<file path="config.mk">
export PLATFORM = sky130hd
export DESIGN_NAME = c3lib_ckbuf_gate_ctrl
export DESIGN_NICKNAME = d
export VERILOG_FILES = /design/src/rtl/c3lib_ckbuf_gate_pkg.sv /design/src/rtl/c3lib_ckbuf_gate_cnt.sv /design/src/rtl/c3lib_ckbuf_gate_ctrl.sv
export SDC_FILE = /design/constraint.sdc
export NUM_CORES = 1
export LEC_CHECK = 0
export BUFFER_PORTS_ARGS = -buffer_cell sky130_fd_sc_hd__buf_2
export CAP_MARGIN = 10
export CORE_MARGIN = 3
export CORE_UTILIZATION = 29
export CTS_CLUSTER_SIZE = 20
export DETAILED_ROUTE_END_ITERATION = 6
export HOLD_SLACK_MARGIN = 0.15
export PLACE_DENSITY_LB_ADDON = 0.2
export SETUP_SLACK_MARGIN = 0.3
export SLEW_MARGIN = 20
export SYNTH_ARGS = -nofsm -noshare
export SYNTH_HDL_FRONTEND = slang
export SYNTH_SLANG_ARGS = --single-unit
</file>
<file path="constraint.sdc">
create_clock -name clk -period 1.9 [get_ports clk]
set_clock_uncertainty 0.15 [all_clocks]
set_input_delay 0.19 -clock clk [delete_from_list [all_inputs] [get_ports clk]]
set_output_delay 0.19 -clock clk [all_outputs]
set_load 0.01 [all_outputs]
</file>
<file path="src/rtl/c3lib_ckbuf_gate_pkg.sv">
// Shared types for the c3lib clock-buffer enable controller.
package c3lib_ckbuf_gate_pkg;

  typedef enum logic [1:0] {
    OFF       = 2'd0,
    WAKE      = 2'd1,
    ON        = 2'd2,
    IDLE_WAIT = 2'd3
  } gate_state_e;

  localparam int STATS_W = 16;

endpackage

</file>
<file path="src/rtl/c3lib_ckbuf_gate_cnt.sv">
// Loadable down-counter that sticks at zero; shared by the wake and idle intervals.
module c3lib_ckbuf_gate_cnt #(
  parameter int CNT_W = 8
) (
  input  logic             clk,
  input  logic             rst_n,
  input  logic             load,
  input  logic [CNT_W-1:0] load_val,
  input  logic             dec,
  output logic             zero
);

  logic [CNT_W-1:0] cnt;

  always_ff @(posedge clk or negedge rst_n) begin
    if (!rst_n)                  cnt <= '0;
    else if (load)               cnt <= load_val;
    else if (dec && cnt != '0)   cnt <= cnt - 1'b1;
  end

  assign zero = (cnt == '0);

endmodule

</file>
<file path="src/rtl/c3lib_ckbuf_gate_ctrl.sv">
// Clock-buffer enable sequencer: wake interval, per-requester ack, idle hysteresis.
// Optional wake statistics counter under C3LIB_CKBUF_GATE_CTRL_STATS_EN.
module c3lib_ckbuf_gate_ctrl
  import c3lib_ckbuf_gate_pkg::*;
#(
  parameter int NUM_REQ  = 4,
  parameter int WAKE_CYC = 4,
  parameter int IDLE_CYC = 16,
  parameter int CNT_W    = 8
) (
  input  logic               clk,
  input  logic               rst_n,
  input  logic [NUM_REQ-1:0] req,
  input  logic               force_on,
  output logic [NUM_REQ-1:0] ack,
  output logic               ck_en,
  output logic               busy
`ifdef C3LIB_CKBUF_GATE_CTRL_STATS_EN
  ,
  output logic [STATS_W-1:0] wake_cnt
`endif
);

  localparam logic [CNT_W-1:0] WAKE_LD = CNT_W'(WAKE_CYC - 1);
  localparam logic [CNT_W-1:0] IDLE_LD = CNT_W'(IDLE_CYC - 1);

  gate_state_e      st, nxt;
  logic             any;
  logic             ld, dec, zero;
  logic [CNT_W-1:0] ld_val;

  assign any = (|req) | force_on;

  c3lib_ckbuf_gate_cnt #(.CNT_W(CNT_W)) u_cnt (
    .clk      (clk),
    .rst_n    (rst_n),
    .load     (ld),
    .load_val (ld_val),
    .dec      (dec),
    .zero     (zero)
  );

  always_ff @(posedge clk or negedge rst_n) begin
    if (!rst_n) st <= OFF;
    else        st <= nxt;
  end

  always_comb begin
    nxt    = st;
    ld     = 1'b0;
    ld_val = '0;
    dec    = 1'b0;
    case (st)
      OFF: if (any) begin
        nxt    = WAKE;
        ld     = 1'b1;
        ld_val = WAKE_LD;
      end
      // Wake always runs to completion so the buffer is never cut mid-settle.
      WAKE: if (zero) nxt = ON;
            else      dec = 1'b1;
      ON: if (!any) begin
        nxt    = IDLE_WAIT;
        ld     = 1'b1;
        ld_val = IDLE_LD;
      end
      IDLE_WAIT: if (any)       nxt = ON;
                 else if (zero) nxt = OFF;
                 else           dec = 1'b1;
      default: nxt = OFF;
    endcase
  end

  // Outputs are registered from next-state so they move on the same edge as st.
  always_ff @(posedge clk or negedge rst_n) begin
    if (!rst_n) begin
      ack   <= '0;
      ck_en <= 1'b0;
      busy  <= 1'b0;
    end else begin
      ack   <= req & {NUM_REQ{nxt == ON}};
      ck_en <= (nxt != OFF);
      busy  <= (nxt != OFF);
    end
  end

`ifdef C3LIB_CKBUF_GATE_CTRL_STATS_EN
  always_ff @(posedge clk or negedge rst_n) begin
    if (!rst_n)
      wake_cnt <= '0;
    else if (st == OFF && nxt == WAKE && wake_cnt != {STATS_W{1'b1}})
      wake_cnt <= wake_cnt + 1'b1;
  end
`endif

endmodule
</file>
==> metrics.txt, run 1 <==
status completed; Fin. Hold Viols 0; Starting Density 31.0%; R2R Setup Slk 0.05 ns; total gr overflow 0; Crit Path Category reg -> reg; CTS tree done; arrival time worst endpoint 1.92 ns; number of diodes 0; RSZ-0062 raised after global routing true; min Tclk post-route 1.85 ns; Worst-Margin Slew 0.353 ns; DRT Pass-1 Iters 4; Root Driver clkbuf_4; initial antenna violation count 0; Yosys top cell by area dfrtp_1; Vias/cell 5.36; Fmax 0.541 GHz; Final Cycle Share 97.3%; Routed Antenna Nets 0; Power Internal 533 µW; die area 3720 µm²; Clock power frac 24.5%; leakage power 0.533 nW; share of the synthesized area in the top cell type 42.8%; number of fillers in the final layout 282; largest net degree at the start of global routing 17; routed len/inst 14.2 µm; Final Total Pwr 784 µW; Sw Share 32.1%; # DRC 0; Comb power frac 26.9%; TritonCTS Buffers 3; Crit. End Element register; area of the multi-input gates 567 µm²; library cells used by synthesis 38; final instance area 1310 µm²; Max FO, Critical Path 4; Final TNS setup 0 ns; most frequent cells in the layout 24 x buf_4, 14 x dfrtp_1, 12 x buf_2; die span in x 61.0 µm; relative slew slack 76.4%; dominant cells by area after synthesis dfrtp_1 43%, o21ai_0 4.6%, or4_1 3.4%, or3_1 2.9%, nand2_1 2.6%; row cnt 19; H-tree levels 1; Port Buf Inserts 12; Die Y 61.0 µm; clock-pin slew on the worst setup and hold paths 0.10 ns; area grow syn2layout 49.5%; Layout Nets 145; max-cap violation count 0; first-pass GRT wire length 4.00 mm; io pins 13; 1st-iter DRT viols 22; dpl cell area 1120 µm²; Critical Path RT 1.97 ns; Post-Syn Area 877 µm²; vias in the first global route 849; Main synth FF type dfrtp_1; syn_area_per_cell 9.04 µm²; Core Region 2830 µm²; startpoint types register; Pwr Density 598 nW/µm²; Syn Nets 105; Worst IR Drop VDD 0.291 mV; commonest non-fill, non-tap cell in the layout buf_4; Reg area 377 µm²; endpoints failing setup 0; Yosys Warn Count 0; clock latency on the worst-skew pair 0.29 ns; Max Buffers Root-to-Sink 2; HP Class in -> async; NetSw 252 µW; FF+latch count, synth 15; count of pins over their slew limit 0; Routed WL 2.37 mm; Final GP Congestion 0.753; layout cells sized above 1 44.1%; Mapped Cells 97; clk sinks 15; EDFF count, synth 0; sequential element share of the synthesized area 42.8%; Reg power frac 48.6%; total number of vias 895; HPWL after DPL 1.64 mm; Async SR Flop Fraction 100%; global-route usage over all layers 14.4%
==> final cells by class <==
class / count / area share, %
Multi-Input combinational cell: 73 / 43.2
Sequential cell: 15 / 28.7
Timing Repair Buffer: 41 / 22.1
Tap cell: 31 / 2.96
Clock buffer: 3 / 1.72
Inverter: 3 / 0.859
Clock inverter: 1 / 0.382
==> flip-flops by register name, summed over array words and instances (netlist names) <==
signal     cells
st             2
ack            4
busy           1
u_cnt.cnt      8
==> per-layer routing <==
metal | wire, µm | GRT usage (%)
met5 | 0 | 0
met4 | 16 | 3.41
met3 | 79 | 3.83
met2 | 1130 | 23.7
met1 | 1140 | 18.9
==> path summary, 6_finish.rpt <==
path / from / to / depth (start not counted)
min reg2reg: u_cnt.cnt[6] / u_cnt.cnt[6] / 2
min: rst_n / ack[1] / 2
max: u_cnt.cnt[0] / u_cnt.cnt[7] / 6
max reg2reg: u_cnt.cnt[0] / u_cnt.cnt[7] / 6
max in group asynchronous: rst_n / u_cnt.cnt[3] / 2
min in group clk: req[0] / busy / 4
==> stage by stage <==
stage	setup WS, ns	hold WS, ns	utilization (%)	instances
floorplan	0.120	-0.256	-	97
finish	0.0519	0.181	46.4	167
detailed placement	-0.0423	-0.0305	39.6	152
CTS	0.0829	0.176	44.7	166
global route	-0.0112	0.194	46.4	167
global placement	-0.0132	-0.0300	39.6	152
==> critical path, cell delays in order (launching register included) <==
cell,delay [ns]
dfrtp_1,0.42
inv_1,0.09
ha_4,0.17
or3b_4,0.28
nor2_4,0.05
or4_4,0.48
a21oi_2,0.14
==> Yosys cell counts, types with 2 or more instances <==
cell      instances
nand4b_1          2
clkbuf_1          3
or4_1             4
nor2b_1           3
o21ai_0           8
nor3_1            4
nand2_1           6
nor3b_1           3
a21oi_1           4
buf_2             2
or3_1             4
o311ai_0          2
nor2_1            4
inv_1             3
nand3_1           3
and2_1            3
nor4_1            3
and3_1            2
dfrtp_1          15
==> kinds of logic (layout without fill, tap and decap cells) <==
kind of cell,after synthesis,in the layout,share of synthesized area [%]
simple gates,46,46,31.0
compound gates,25,25,19.0
flops,15,15,42.8
buf+inv,9,48,4.57
fa+ha+maj,1,1,1.43
mux,1,1,1.28
==> timing repair <==
item	CTS	global route
setup endpoints to repair	14	15
hold endpoints to repair	19	0
pin swaps	5	3
buffers inserted	5	1
hold buffers	5	0
gates resized for setup	10	7
==> power by group through the flow <==
stage	Combinational, mW	Clock, mW	Sequential [mW]
5_1_grt	0.235	0.217	0.386
3_3_place_gp	0.151	0	0.388
2_1_floorplan	0.0865	0	0.384
3_5_place_dp	0.152	0	0.388
4_1_cts	0.202	0.204	0.379
6_report	0.211	0.192	0.381
No activity file was read; power rests on OpenSTA's default activity.
==> run 2, diff against run 1 <==
BUFFER_PORTS_ARGS = -buffer_cell sky130_fd_sc_hd__buf_4   (was -buffer_cell sky130_fd_sc_hd__buf_2)
SLEW_MARGIN = unset   (was 20)
==> run 2 against run 1 <==
Compared with the run above:
- power decreased by 1.3%
- cell area decreased by 3.4%
- maximum frequency about the same
- non-clock buffer count fell by 6
- global-route usage shrank 0.11 points
- sequential share of layout area grew 1.2 points
- utilization decreased by 1.6 points
- sequential power grew 4%
- first-iteration DRC count down 32%
- setup slack got worse by 0.0012 ns
==> metrics.txt, run 2 (synthesized netlist as in run 1, its figures left out) <==
status completed; startpoint types register; Root Driver clkbuf_4; routed len/inst 14.9 µm (+5.1%); 1st-iter DRT viols 15 (-32%); io pins 13 (unchanged); die area 3720 µm² (unchanged); TritonCTS Buffers 3 (unchanged); area grow syn2layout 44.4%; Final Cycle Share 97.3% (about the same); Biggest register u_cnt.cnt; Worst IR Drop VDD 0.203 mV (-30%); row cnt 19 (unchanged); clock latency on the worst-skew pair 0.29 ns (about the same); Final GP Congestion 0.775 (+2.9%); fin worst setup slack 0.0507 ns (-0.00118 ns); Fmax 0.541 GHz (about the same); relative slew slack 66.6% (-9.9 points); Vias/cell 5.48 (+2.2%); layout cells sized above 1 38.5% (-5.7 points); Die Y 61.0 µm (unchanged); Hold WS 0.149 ns (-0.0319 ns); pre-CTS worst setup slack -0.0432 ns (-0.000908 ns); total number of vias 882 (-1.5%); min Tclk post-route 1.85 ns (+0.00118 ns); Pwr Density 611 nW/µm² (+2.2%); commonest non-fill, non-tap cell in the layout buf_4; Routed Antenna Nets 0 (unchanged); DRT Pass-1 Iters 4 (unchanged); vias in the first global route 862 (+1.5%); most frequent cells in the layout 30 x buf_4, 12 x dfrtp_1, 6 x nand2_1; H-tree levels 1 (unchanged); count of pins over their slew limit 0 (unchanged); Max FO, Critical Path 5 (+1); CTS tree done; die span in x 61.0 µm (unchanged); HP Class in -> async; Critical Path RT 1.93 ns (-0.04 ns); number of diodes 0 (unchanged); arrival time worst endpoint 1.88 ns (-0.04 ns); global-route usage over all layers 14.3% (-0.11 points); Largest register FFs 8 (unchanged); Core Region 2830 µm² (unchanged); leakage power 0.500 nW (-6.2%); Layout Nets 139 (-4.1%); RSZ-0062 raised after global routing true; Routed WL 2.40 mm (+1.3%); largest net degree at the start of global routing 17 (unchanged); Port Buf Inserts 12 (unchanged); Starting Density 31.0% (unchanged); total gr overflow 0 (unchanged); Crit Path Category reg -> reg; clk sinks 15 (unchanged); max-cap violation count 0 (unchanged); Largest regs u_cnt.cnt (8), ack (4), st (2); clock-pin slew on the worst setup and hold paths 0.10 ns (about the same); Max Buffers Root-to-Sink 2 (unchanged); HPWL after DPL 1.62 mm (-1.3%); first-pass GRT wire length 3.90 mm (-2.4%); Fin. Hold Viols 0 (unchanged); # DRC 0 (unchanged); Worst-Margin Slew 0.501 ns (+0.148 ns); initial antenna violation count 0 (unchanged); Crit. End Element register; endpoints failing setup 0 (unchanged)
[run 2: cell count changes in the layout (fill, tap and decap cells not counted), moves of 2 or more]
cell,before,now
buf_2,12,0
dfrtp_2,1,3
nor4_1,0,2
nor4_2,2,0
buf_4,24,30
dfrtp_1,14,12
[run 2: per-stage QoR]
step	util [%]	instance area, µm²	power [mW]	setup TNS (ns)	cells
3_5_place_dp	39.8	1130	0.537	-0.100	149
4_1_cts	43.6	1230	0.759	0	161
3_3_place_gp	39.8	1130	0.536	-0.00132	149
5_1_grt	44.8	1270	0.821	-0.00836	161
2_1_floorplan	-	927	0.471	0	97
6_report	44.8	1270	0.774	0	161
[run 2: worst max-delay path, stage by stage (launching register included)]
cell and delay, ns:
dfrtp_1 0.44, or4_4 0.59, o21ai_1 0.14, o22ai_1 0.09
a221o_1 0.33
[run 2: path summary, 6_finish.rpt]
path	from	end	slack, ns	depth (start not counted)
max in group asynchronous	rst_n	u_cnt.cnt[2]	1.25	2
worst min-delay path	rst_n	ack[2]	0.15	2
worst min register to register	u_cnt.cnt[6]	u_cnt.cnt[6]	0.49	2
worst max register to register	u_cnt.cnt[4]	u_cnt.cnt[2]	0.05	4
min in group clk	req[0]	u_cnt.cnt[7]	0.22	4
worst max-delay path	u_cnt.cnt[4]	u_cnt.cnt[2]	0.05	4
[run 2: cell type report]
cell class | instances | area [µm²]
clock buffer | 4 | 26.3
tap | 31 | 38.8
sequential | 15 | 379
multi-input combinational | 73 | 536
fill | 288 | 1560
timing repair buffer | 35 | 275
inverter | 3 | 11.3
[run 2: what timing repair did]
item,CTS,global route
resized for setup,3,9
endpoints found under the hold margin,21,0
buffers inserted,2,1
hold buffers,6,0
gates cloned,0,0
pin swaps,2,0
setup endpoints to repair,15,30
[run 2: layer usage]
| metal | vias to the layer above | share of wire (%) | global-route usage, % | wire length, µm |
|---|---|---|---|---|
| met5 | - | 0 | 0 | 0 |
| met4 | 0 | 0.71 | 6.50 | 17 |
| met3 | 2 | 4.1 | 2.55 | 99 |
| met2 | 22 | 51 | 23.5 | 1210 |
| met1 | 425 | 45 | 18.2 | 1070 |
| li1 | 433 | - | - | - |
[run 2: report_power, final]
part / internal, mW / leakage [nW] / switching, mW
registers: 0.350 / 0.169 / 0.0450
clock network: 0.0816 / 0.0150 / 0.116
logic: 0.100 / 0.316 / 0.0810
total: 0.532 / 0.500 / 0.242
